File: src/rtl/mem_arb_pkg.sv
`default_nettype none
// ============================================================================
//  Module      : mem_arb_pkg
//  Description : Shared types and constants for the memory-controller
//                arbiter: FSM state encoding, owner encoding and the
//                memory-controller length codes.
//  Revision    : 1.0 - initial release
// ============================================================================
package mem_arb_pkg;

    typedef enum logic [1:0] {
        IDLE = 2'd0,
        BUSY = 2'd1,
        RESP = 2'd2
    } state_t;

    // Owner encoding; OWN_IF doubles as the reset / "no owner" value
    localparam logic OWN_IF  = 1'b0;
    localparam logic OWN_LSB = 1'b1;

    // Memory-controller length codes (bit 2 selects sign extension)
    localparam logic [2:0] LEN_B  = 3'b000;
    localparam logic [2:0] LEN_H  = 3'b001;
    localparam logic [2:0] LEN_W  = 3'b010;
    localparam logic [2:0] LEN_BS = 3'b100;
    localparam logic [2:0] LEN_HS = 3'b101;

endpackage
`default_nettype wire

File: src/rtl/mem_arbiter.sv
`default_nettype none
// ============================================================================
//  Module      : mem_arbiter
//  Description : Two-way round-robin arbiter placing word-level requests from
//                the instruction-fetch unit (IF) and the load/store buffer
//                (LSB) onto the single byte-serial memory controller. The
//                granted request is held on the mc_* fields until mc_ready,
//                the result is captured and the owner gets a one-cycle done.
//  Revision    : 1.0 - initial release
//
//  Ports
//    clk_in, rst_in       clock, asynchronous active-low reset
//    rdy_in               global ready; low freezes every register
//    RoB_clear            synchronous flush, aborts the transaction in flight
//    if_req/if_addr       IF word-read request
//    if_done/if_data      IF completion pulse and fetched word
//    lsb_req/wr/len/addr/value   LSB request fields
//    lsb_done/lsb_data    LSB completion pulse and (extended) load data
//    mc_waiting/wr/len/addr/value  request to the memory controller
//    mc_ready/mc_result   memory-controller completion and read data
// ============================================================================
module mem_arbiter
    import mem_arb_pkg::*;
(
    input  logic        clk_in,
    input  logic        rst_in,
    input  logic        rdy_in,
    input  logic        RoB_clear,

    input  logic        if_req,
    input  logic [31:0] if_addr,
    output logic        if_done,
    output logic [31:0] if_data,

    input  logic        lsb_req,
    input  logic        lsb_wr,
    input  logic [2:0]  lsb_len,
    input  logic [31:0] lsb_addr,
    input  logic [31:0] lsb_value,
    output logic        lsb_done,
    output logic [31:0] lsb_data,

    output logic        mc_waiting,
    output logic        mc_wr,
    output logic [2:0]  mc_len,
    output logic [31:0] mc_addr,
    output logic [31:0] mc_value,
    input  logic        mc_ready,
    input  logic [31:0] mc_result
);

    state_t      r_state,      w_state;
    logic        r_owner,      w_owner;
    logic        r_last_owner, w_last_owner;
    logic        r_mc_waiting, w_mc_waiting;
    logic        r_mc_wr,      w_mc_wr;
    logic [2:0]  r_mc_len,     w_mc_len;
    logic [31:0] r_mc_addr,    w_mc_addr;
    logic [31:0] r_mc_value,   w_mc_value;
    logic        r_if_done,    w_if_done;
    logic        r_lsb_done,   w_lsb_done;
    logic [31:0] r_if_data,    w_if_data;
    logic [31:0] r_lsb_data,   w_lsb_data;

    // LSB wins when it is the only requester, or on a tie when IF was
    // served last; otherwise IF is granted.
    logic w_grant_lsb;
    assign w_grant_lsb = lsb_req & (~if_req | (r_last_owner == OWN_IF));

    // ------------------------------------------------------------------
    // Next-state and next-output logic
    // ------------------------------------------------------------------
    always_comb begin
        w_state      = r_state;
        w_owner      = r_owner;
        w_last_owner = r_last_owner;
        w_mc_waiting = r_mc_waiting;
        w_mc_wr      = r_mc_wr;
        w_mc_len     = r_mc_len;
        w_mc_addr    = r_mc_addr;
        w_mc_value   = r_mc_value;
        w_if_data    = r_if_data;
        w_lsb_data   = r_lsb_data;
        // done bits are pulses: cleared unless set below
        w_if_done    = 1'b0;
        w_lsb_done   = 1'b0;

        if (RoB_clear) begin
            // Flush: drop the transaction and ignore same-cycle requests.
            // last_owner and the data registers keep their values.
            w_state      = IDLE;
            w_mc_waiting = 1'b0;
            w_owner      = OWN_IF;
        end else begin
            case (r_state)
                IDLE: begin
                    w_mc_waiting = 1'b0;
                    if (if_req | lsb_req) begin
                        w_state      = BUSY;
                        w_mc_waiting = 1'b1;
                        if (w_grant_lsb) begin
                            w_owner    = OWN_LSB;
                            w_mc_wr    = lsb_wr;
                            w_mc_len   = lsb_len;
                            w_mc_addr  = lsb_addr;
                            w_mc_value = lsb_value;
                        end else begin
                            w_owner    = OWN_IF;
                            w_mc_wr    = 1'b0;
                            w_mc_len   = LEN_W;
                            w_mc_addr  = if_addr;
                            w_mc_value = 32'h0;
                        end
                    end
                end
                BUSY: begin
                    if (mc_ready) begin
                        w_state      = RESP;
                        w_mc_waiting = 1'b0;
                        w_last_owner = r_owner;
                        if (r_owner == OWN_LSB) begin
                            w_lsb_data = mc_result;
                            w_lsb_done = 1'b1;
                        end else begin
                            w_if_data  = mc_result;
                            w_if_done  = 1'b1;
                        end
                    end
                end
                RESP: begin
                    // Requester updates its req during this cycle, so the
                    // following IDLE cycle never re-grants the served one.
                    w_state      = IDLE;
                    w_mc_waiting = 1'b0;
                end
                default: begin
                    w_state      = IDLE;
                    w_mc_waiting = 1'b0;
                end
            endcase
        end
    end

    // ------------------------------------------------------------------
    // State register; rdy_in low holds everything, reset overrides it
    // ------------------------------------------------------------------
    always_ff @(posedge clk_in or negedge rst_in) begin
        if (!rst_in) begin
            r_state      <= IDLE;
            r_owner      <= OWN_IF;
            r_last_owner <= OWN_IF;
            r_mc_waiting <= 1'b0;
            r_mc_wr      <= 1'b0;
            r_mc_len     <= 3'b000;
            r_mc_addr    <= 32'h0;
            r_mc_value   <= 32'h0;
            r_if_done    <= 1'b0;
            r_lsb_done   <= 1'b0;
            r_if_data    <= 32'h0;
            r_lsb_data   <= 32'h0;
        end else if (rdy_in) begin
            r_state      <= w_state;
            r_owner      <= w_owner;
            r_last_owner <= w_last_owner;
            r_mc_waiting <= w_mc_waiting;
            r_mc_wr      <= w_mc_wr;
            r_mc_len     <= w_mc_len;
            r_mc_addr    <= w_mc_addr;
            r_mc_value   <= w_mc_value;
            r_if_done    <= w_if_done;
            r_lsb_done   <= w_lsb_done;
            r_if_data    <= w_if_data;
            r_lsb_data   <= w_lsb_data;
        end
    end

    assign if_done    = r_if_done;
    assign if_data    = r_if_data;
    assign lsb_done   = r_lsb_done;
    assign lsb_data   = r_lsb_data;
    assign mc_waiting = r_mc_waiting;
    assign mc_wr      = r_mc_wr;
    assign mc_len     = r_mc_len;
    assign mc_addr    = r_mc_addr;
    assign mc_value   = r_mc_value;

endmodule
`default_nettype wire

File: config.mk
export PLATFORM = sky130hd
export DESIGN_NAME = mem_arbiter
export DESIGN_NICKNAME = d
export VERILOG_FILES = /design/src/rtl/mem_arb_pkg.sv /design/src/rtl/mem_arbiter.sv
export SDC_FILE = /design/constraint.sdc
export NUM_CORES = 1
export LEC_CHECK = 0
export ABC_AREA = 1
export CORE_UTILIZATION = 42
export DETAILED_ROUTE_END_ITERATION = 7
export PLACE_DENSITY_LB_ADDON = 0.2
export SYNTH_ARGS = -nofsm -noshare
export SYNTH_HDL_FRONTEND = slang
export SYNTH_SLANG_ARGS = --single-unit
File: constraint.sdc
create_clock -name clk_in -period 1.6 [get_ports clk_in]
set_clock_uncertainty 0.1 [all_clocks]
set_input_delay 0.32 -clock clk_in [delete_from_list [all_inputs] [get_ports clk_in]]
set_output_delay 0.32 -clock clk_in [all_outputs]
set_load 0.03 [all_outputs]
==> impl_summary.txt, run 1 <==
----------------------------------------------------
[Outcome]
  Result of the run ... completed

[Layout]
  Area growth from synthesis to layout ... 54.8%
  Ant diodes ... 0
  Count of non-filler cells in the finished layout ... approximately 1200
  Multi-input gate area ... approximately 0.0022 mm^2
  Final design instance area without fill ... roughly 0.0094 mm^2
  Sequential standard cell area ... roughly 0.0035 mm^2
  Proportion of layout cells with a drive suffix above 1 ... 0.181
  Post-Route Utilization ... 0.672
  Fill cell count ... 1218
  Fin nets ... roughly 1100

[Placed design]
  DP Worst Slack ... -219 ps
  Placer congestion estimate ... between 0.8 and 0.9
  Cell area after placement ... between 0.009 and 0.01 mm^2
  Total placed cells including tap cells ... between 1000 and 1500
  Count of port buffers added during placement ... 273
  Detailed-placement wirelength estimate ... roughly 12000 um

[Logic synthesis]
  Adder-Cell Fraction of Synth Area ... 0
  Post-synth ARST share ... 1.00
  Leading cell types by total area after synthesis ... dfrtp_1 57%, nand2_1 22%, nand3_1 5.5%, o21ai_2 3.0%, o21ai_1 2.3%
  Number of synthesized register bits ... around 140
  Synthesized net count ... approximately 860
  Compound-gate portion of the synthesized area ... 0.0706
  Parity-gate share of the synthesized area counting xor and xnor cells ... 0
  Dominant combinational cell family by area after synthesis ... simple AND/OR/NAND/NOR gates
  Post-synth top area cell ... dfrtp_1
  Cell count after synthesis ... between 700 and 800
  Count of flip-flops with a built-in enable after synthesis ... 0
  Combined area of all synthesized cells ... ~0.0061 mm^2
  Post-synthesis average cell area ... about 8.4 um^2
  Top flip-flop cell by instance count after synthesis ... dfrtp_1
  Ys Warns ... 0
  Number of unique standard cell types used by synthesis ... 19
  Share of the yosys chip area belonging to registers ... 0.572
  Simple-gate area share of the yosys netlist ... 0.285
  Synth top area share ... 0.572
  Share of synthesized area spent on multiplexers ... 0

[Timing]
  Achievable frequency ... roughly 640 MHz
  Final TNS setup ... 0 ps
  Worst hold slack ... roughly 260 ps
  Count of endpoints failing setup in the final report ... 0
  Final critical path time including I/O delays and setup ... about 1600 ps
  Worst Max-Slew Pin Slew ... 339 ps
  Final worst-path setup slack ... about 30 ps
  Setup repair after global routing missed its margin ... false
  Final number of hold-violating endpoints ... 0
  Final cycle utilization of the critical path ... 0.982
  Slew headroom ... 0.774
  Number of slew-limit violations in the final report ... 0

[Worst setup path]
  Category of the most critical setup path ... reg -> out
  Sort of element at the end of the critical path ... primary output
  Worst-path fanout max ... 2
  CP endpoint ... if_data[12]
  Slowest CP cell ... clkdlybuf4s15_1
  Maximum cell stage delay along the critical path ... around 400 ps
  CP startpoint ... if_data[12]
  Arrival time reported for the critical path endpoint ... approximately 1200 ps
  Reg2reg start ... r_state[1]
  Length in cells of the worst reg-to-reg path ... 5
  Cell family with the largest share of critical-path delay ... buffers and inverters
  Endpoint of the most critical register-to-register path ... mc_addr[24]
  Worst R2R Setup Slack ... approximately 200 ps
  Startpoint class of the critical path ... register
  Cells along the critical path ... clkdlybuf4s15_1
  Total number of cells along the worst setup path ... 1
  Buffers and inverters on the worst path ... 1
  Data required time at the worst endpoint ... 1180 ps

[Die]
  Overall die width ... 122 um
  Total I/O pin count ... roughly 270
  Total number of placement rows ... 43
  Effective utilization at floorplan ... 0.434
  Placeable Area ... between 0.01 and 0.015 mm^2
  Die Y-Extent ... roughly 120 um
  Floorplan die area ... around 0.015 mm^2

[Clocking]
  Root buffer cell ... clkbuf_16
  TritonCTS buffer count ... 17
  Buffer depth of the longest clock path ... 2
  Clock latency of the later-clocked register in the worst-skew pair ... slightly above 400 ps
  Reg clk slew, reported paths ... ~60 ps
  Clock sinks ... 139
  Number of H-tree branching levels ... 4
  TritonCTS clock tree ... built

[Pwr]
  Leak ... 4.96 nW
  Sequential share of power ... 0.365
  Part of the total power dissipated in combinational logic ... 0.310
  Cell internal pwr ... about 8.3 mW
  Total power ... 12.7 mW
  Power per standard cell area ... ~1300 mW/mm^2
  Worst voltage drop across the vdd grid ... between 0.7 and 0.8 mV
  Switching power ... 4.39 mW
  Clock power frac ... 0.326
  Switching part of the total power ... 0.346

[GRT]
  Wire length of the first global-routing pass ... around 27000 um
  Antenna violations before repair ... 0
  Vias in the first global route ... 5483
  Largest net degree at the start of global routing ... 44
  Tot GR Track Use ... 0.234
  Overall overflow remaining after global route ... 0

[Route]
  Number of design-rule violations left by the first detailed-router iteration ... around 360
  Mean number of vias per cell ... ~4.7
  Post-detailed-route count of antenna-violating nets ... 0
  DR vias ... 5597
  Final wirelength ... 16700 um
  Wire length per cell after detailed routing ... approximately 14 um
  Number of detailed-routing iterations run before antenna repair ... 4
  Drt drc ... 0

[Hold path]
  Path type of the worst min-delay path ... in -> async

[Job]
  Maximum Capacitance Violations ... 0

----------------------------------------------------
-- sequential cells by signal (all words and copies together), names as in the netlist, 2 cells and up --
| signal | cells |
|---|---|
| lsb_data | 32 |
| r_state | 2 |
| mc_len | 3 |
| mc_addr | 32 |
| if_data | 32 |
| mc_value | 32 |
-- worst min path at each step --
stage               depth (start not counted)  slack (ps)    from     endpoint
finish                                      2         260  rst_in   if_data[0]
global route                                2         280  rst_in   if_data[0]
CTS                                         2         260  rst_in  if_data[10]
detailed placement                          1         140  rst_in   if_data[0]
global placement                            1         130  rst_in  if_data[10]
floorplan                                   0         -80  rst_in   if_data[0]
-- cells in the mapped netlist, types with 2 or more instances --
cell / number
nand2_2: 2
clkbuf_1: 9
buf_2: 21
o21ai_1: 28
buf_6: 11
inv_1: 37
o21ai_2: 21
nor2_1: 5
nand3_1: 67
buf_4: 2
o21ai_0: 20
inv_2: 5
nand2_1: 349
dfrtp_1: 139
nor2_4: 2
-- cell usage in the layout (no fill, tap or decap) --
cell / n
nand2_1: 349
dfrtp_1: 139
clkdlybuf4s50_1: 137
clkbuf_2: 77
nand3_1: 67
clkdlybuf4s15_1: 48
inv_1: 37
o21ai_1: 28
buf_4: 23
o21ai_2: 21
o21ai_0: 20
clkbuf_16: 17
buf_12: 11
clkdlybuf4s15_2: 8
inv_2: 5
nor2_1: 5
clkinv_2: 4
bufinv_16: 4
clkinvlp_4: 3
nor2_4: 2
nand2_2: 2
clkbuf_8: 2
dlygate4sd2_1: 2
nand3_4: 1
nand3_2: 1
nor2_2: 1
a21oi_1: 1
clkinv_4: 1
dlygate4sd3_1: 1
buf_6: 1
-- cells by family after synthesis --
| family | Yosys count |
|---|---|
| AOI/OAI and AO/OA | 70 |
| buffers and inverters | 85 |
| DFF | 139 |
| and+or+nand+nor | 428 |
-- metal layers --
metal	track usage	up-vias	share of wire
li1	-	2818	-
met1	0.284	2543	0.41
met2	0.394	213	0.49
met3	0.0725	23	0.084
met4	0.0816	0	0.019
met5	0	-	0
-- power groups by stage --
stage	logic (mW)	clock network [mW]	registers, mW
global placement	4.45	0	4.65
floorplan	0.898	0	6.06
finish	3.93	4.13	4.62
CTS	4.12	4.19	4.62
detailed placement	4.50	0	4.65
global route	4.23	4.38	4.72
-- final cells by class --
type	count	area share
Clock inverter	12	0.0182
Multi-Input combinational cell	498	0.230
Clock buffer	19	0.0482
Tap cell	180	0.0239
Inverter	42	0.0168
Timing Repair Buffer	308	0.293
Sequential cell	139	0.370
-- what timing repair did --
item	in CTS	in global routing
setup buffers	0	0
hold endpoints to repair	47	0
gates resized for setup	234	119
hold buffers	1	0
setup endpoints to repair	135	105
No activity file was read; power rests on OpenSTA's default activity.
==> run 2: changes to the inputs <==
Settings changed: CORE_UTILIZATION 42 to 40.
==> run 2 against run 1 <==
Against the previous run:
- the flow now finishes with violations (DRC)
- non-clock buffer count up 1
- combinational power up 1%
- utilization down 2.7 points
- clock power down 2%
- global-route usage down 0.63 points
- count of clock-buffer cells in the layout up 6
- wire length about the same
- cell area up 0.84%
- critical endpoint is now lsb_data[23]
==> impl_summary.txt, run 2 (synthesized netlist as in run 1, its figures left out) <==
----------------------------------------------------
[Outcome]
  Result of the run ... complete, but fails checks
  Violated checks ... DRC

[Clocking]
  Total setup buffers inserted after CTS ... 0
  TritonCTS buffer count ... 17
  Reg clk slew, reported paths ... about 50 ps
  Clock sinks ... approximately 140
  TritonCTS clock tree ... built
  Buffer depth of the longest clock path ... 2
  Clock latency of the later-clocked register in the worst-skew pair ... between 400 and 500 ps
  Number of H-tree branching levels ... 4
  Root buffer cell ... clkbuf_16

[Job]
  Maximum Capacitance Violations ... 0

[Placed design]
  Detailed-placement wirelength estimate ... about 12000 um
  Count of port buffers added during placement ... ~270
  Cell area after placement ... approximately 0.0092 mm^2
  Placer congestion estimate ... between 0.7 and 0.8
  Total placed cells including tap cells ... 1171

[Die]
  Effective utilization at floorplan ... 0.413
  Floorplan die area ... roughly 0.016 mm^2
  Overall die width ... 125 um
  Total number of placement rows ... 44
  Placeable Area ... about 0.015 mm^2
  Total I/O pin count ... ~270
  Die Y-Extent ... between 100 and 150 um

[Timing]
  Worst Max-Slew Pin Slew ... roughly 370 ps
  Setup repair after global routing missed its margin ... false
  Slew headroom ... 0.755
  Final TNS setup ... 0 ps
  Final cycle utilization of the critical path ... 0.980
  Final critical path time including I/O delays and setup ... 1570 ps
  Final number of hold-violating endpoints ... 0
  Count of endpoints failing setup in the final report ... 0
  Number of slew-limit violations in the final report ... 0
  Worst hold slack ... 282 ps
  Achievable frequency ... about 640 MHz

[Route]
  Number of design-rule violations left by the first detailed-router iteration ... 347
  Drt drc ... 18
  Post-detailed-route count of antenna-violating nets ... 0
  Mean number of vias per cell ... about 4.6
  Wire length per cell after detailed routing ... approximately 14 um
  Number of detailed-routing iterations run before antenna repair ... 7
  Final wirelength ... ~17000 um
  DR vias ... roughly 5600

[Pwr]
  Leak ... 4.97 nW
  Worst voltage drop across the vdd grid ... 0.733 mV
  Switching power ... between 4 and 5 mW
  Power per standard cell area ... 1330 mW/mm^2
  Clock power frac ... 0.321
  Sequential share of power ... 0.365
  Switching part of the total power ... 0.342
  Total power ... roughly 13 mW
  Part of the total power dissipated in combinational logic ... 0.314
  Cell internal pwr ... around 8.3 mW

[Layout]
  Area growth from synthesis to layout ... 56.1%
  Proportion of layout cells with a drive suffix above 1 ... 0.182
  Count of non-filler cells in the finished layout ... roughly 1200
  Final design instance area without fill ... ~0.0095 mm^2
  Commonest cells after routing, fill and taps aside ... 349 x nand2_1, 139 x dfrtp_1, 137 x clkdlybuf4s50_1
  Ant diodes ... 0
  Commonest non-fill, non-tap cell in the layout ... nand2_1
  Fin nets ... around 1100

[Worst setup path]
  Sort of element at the end of the critical path ... primary output
  Data required time at the worst endpoint ... 1180 ps
  Cell family with the largest share of critical-path delay ... flip-flops
  Startpoint class of the critical path ... register
  Worst-path fanout max ... 2
  Arrival time reported for the critical path endpoint ... roughly 1200 ps
  Buffers and inverters on the worst path ... 1
  Cells along the critical path ... clkdlybuf4s15_1
  Maximum cell stage delay along the critical path ... 380 ps
  Category of the most critical setup path ... reg -> out
  Slowest CP cell ... dfrtp_1

[GRT]
  Antenna violations before repair ... 0
  Wire length of the first global-routing pass ... ~28000 um
  Vias in the first global route ... approximately 5500
  Overall overflow remaining after global route ... 0
  Largest net degree at the start of global routing ... 42
  Tot GR Track Use ... 0.228

[Hold path]
  Path type of the worst min-delay path ... in -> async

----------------------------------------------------
[run 2: changes by cell type in the layout (fill, tap and decap cells not counted), moves of 3 or more]
cell / previous run / this run
clkbuf_1: 0 / 3
clkbuf_8: 2 / 5
clkdlybuf4s15_2: 8 / 20
clkdlybuf4s15_1: 48 / 45
clkbuf_2: 77 / 67
clkinvlp_4: 3 / 0
[run 2: area by class of cell]
class,count,area [um^2]
fill,1241,5210
sequential,139,3480
timing repair buffer,309,2840
multi-input combinational,498,2160
clock buffer,25,505
tap,184,230
inverter,42,158
clock inverter,7,110
[run 2: through the flow]
stage | util | worst slack, ps
after global routing | 0.645 | 0.0697
after global placement | 0.624 | -187
final | 0.645 | 31.8
after detailed placement | 0.624 | -262
after CTS | 0.666 | 0.750
after floorplan | - | 286
[run 2: path summary, 6_finish.rpt]
| check | start | cells after the start | slack [ps] | to |
|---|---|---|---|---|
| worst max register to register | r_state[0] | 6 | 140 | if_data[15] |
| worst min-delay path | rst_in | 2 | 280 | if_data[10] |
| worst max-delay path | lsb_data[23] | 1 | 30 | lsb_data[23] |
| min in group clk_in | lsb_value[19] | 3 | 350 | mc_value[19] |
| max in group asynchronous | rst_in | 3 | 550 | if_data[30] |
| worst min register to register | lsb_data[0] | 2 | 370 | lsb_data[0] |
[run 2: power by group through the flow]
stage | sequential [mW] | clock, mW | combinational (mW)
floorplan | 6.06 | 0 | 0.898
global placement | 4.66 | 0 | 4.48
detailed placement | 4.66 | 0 | 4.52
CTS | 4.62 | 4.14 | 4.17
global route | 4.71 | 4.30 | 4.28
finish | 4.62 | 4.06 | 3.98
[run 2: worst reg2reg max path: cells and delay by family, from the launching register on]
kind / cells / cell delay (ps)
simple gates: 3 / 480
buf+inv: 2 / 290
flops: 1 / 420
compound gates: 1 / 60
[run 2: repair_timing]
item / 4_1_cts / 5_1_grt
endpoints found under the hold margin: 32 / 0
endpoints found under the setup margin: 134 / 93
hold buffers: 1 / 0
gates resized for setup: 256 / 97
[run 2: layer usage]
metal / routed length, um / up-vias / global-route usage
met5: 0 / - / 0
met1: 7040 / 2557 / 0.283
met2: 7990 / 196 / 0.370
met3: 1370 / 18 / 0.0710
li1: - / 2813 / -
met4: 293 / 0 / 0.0954
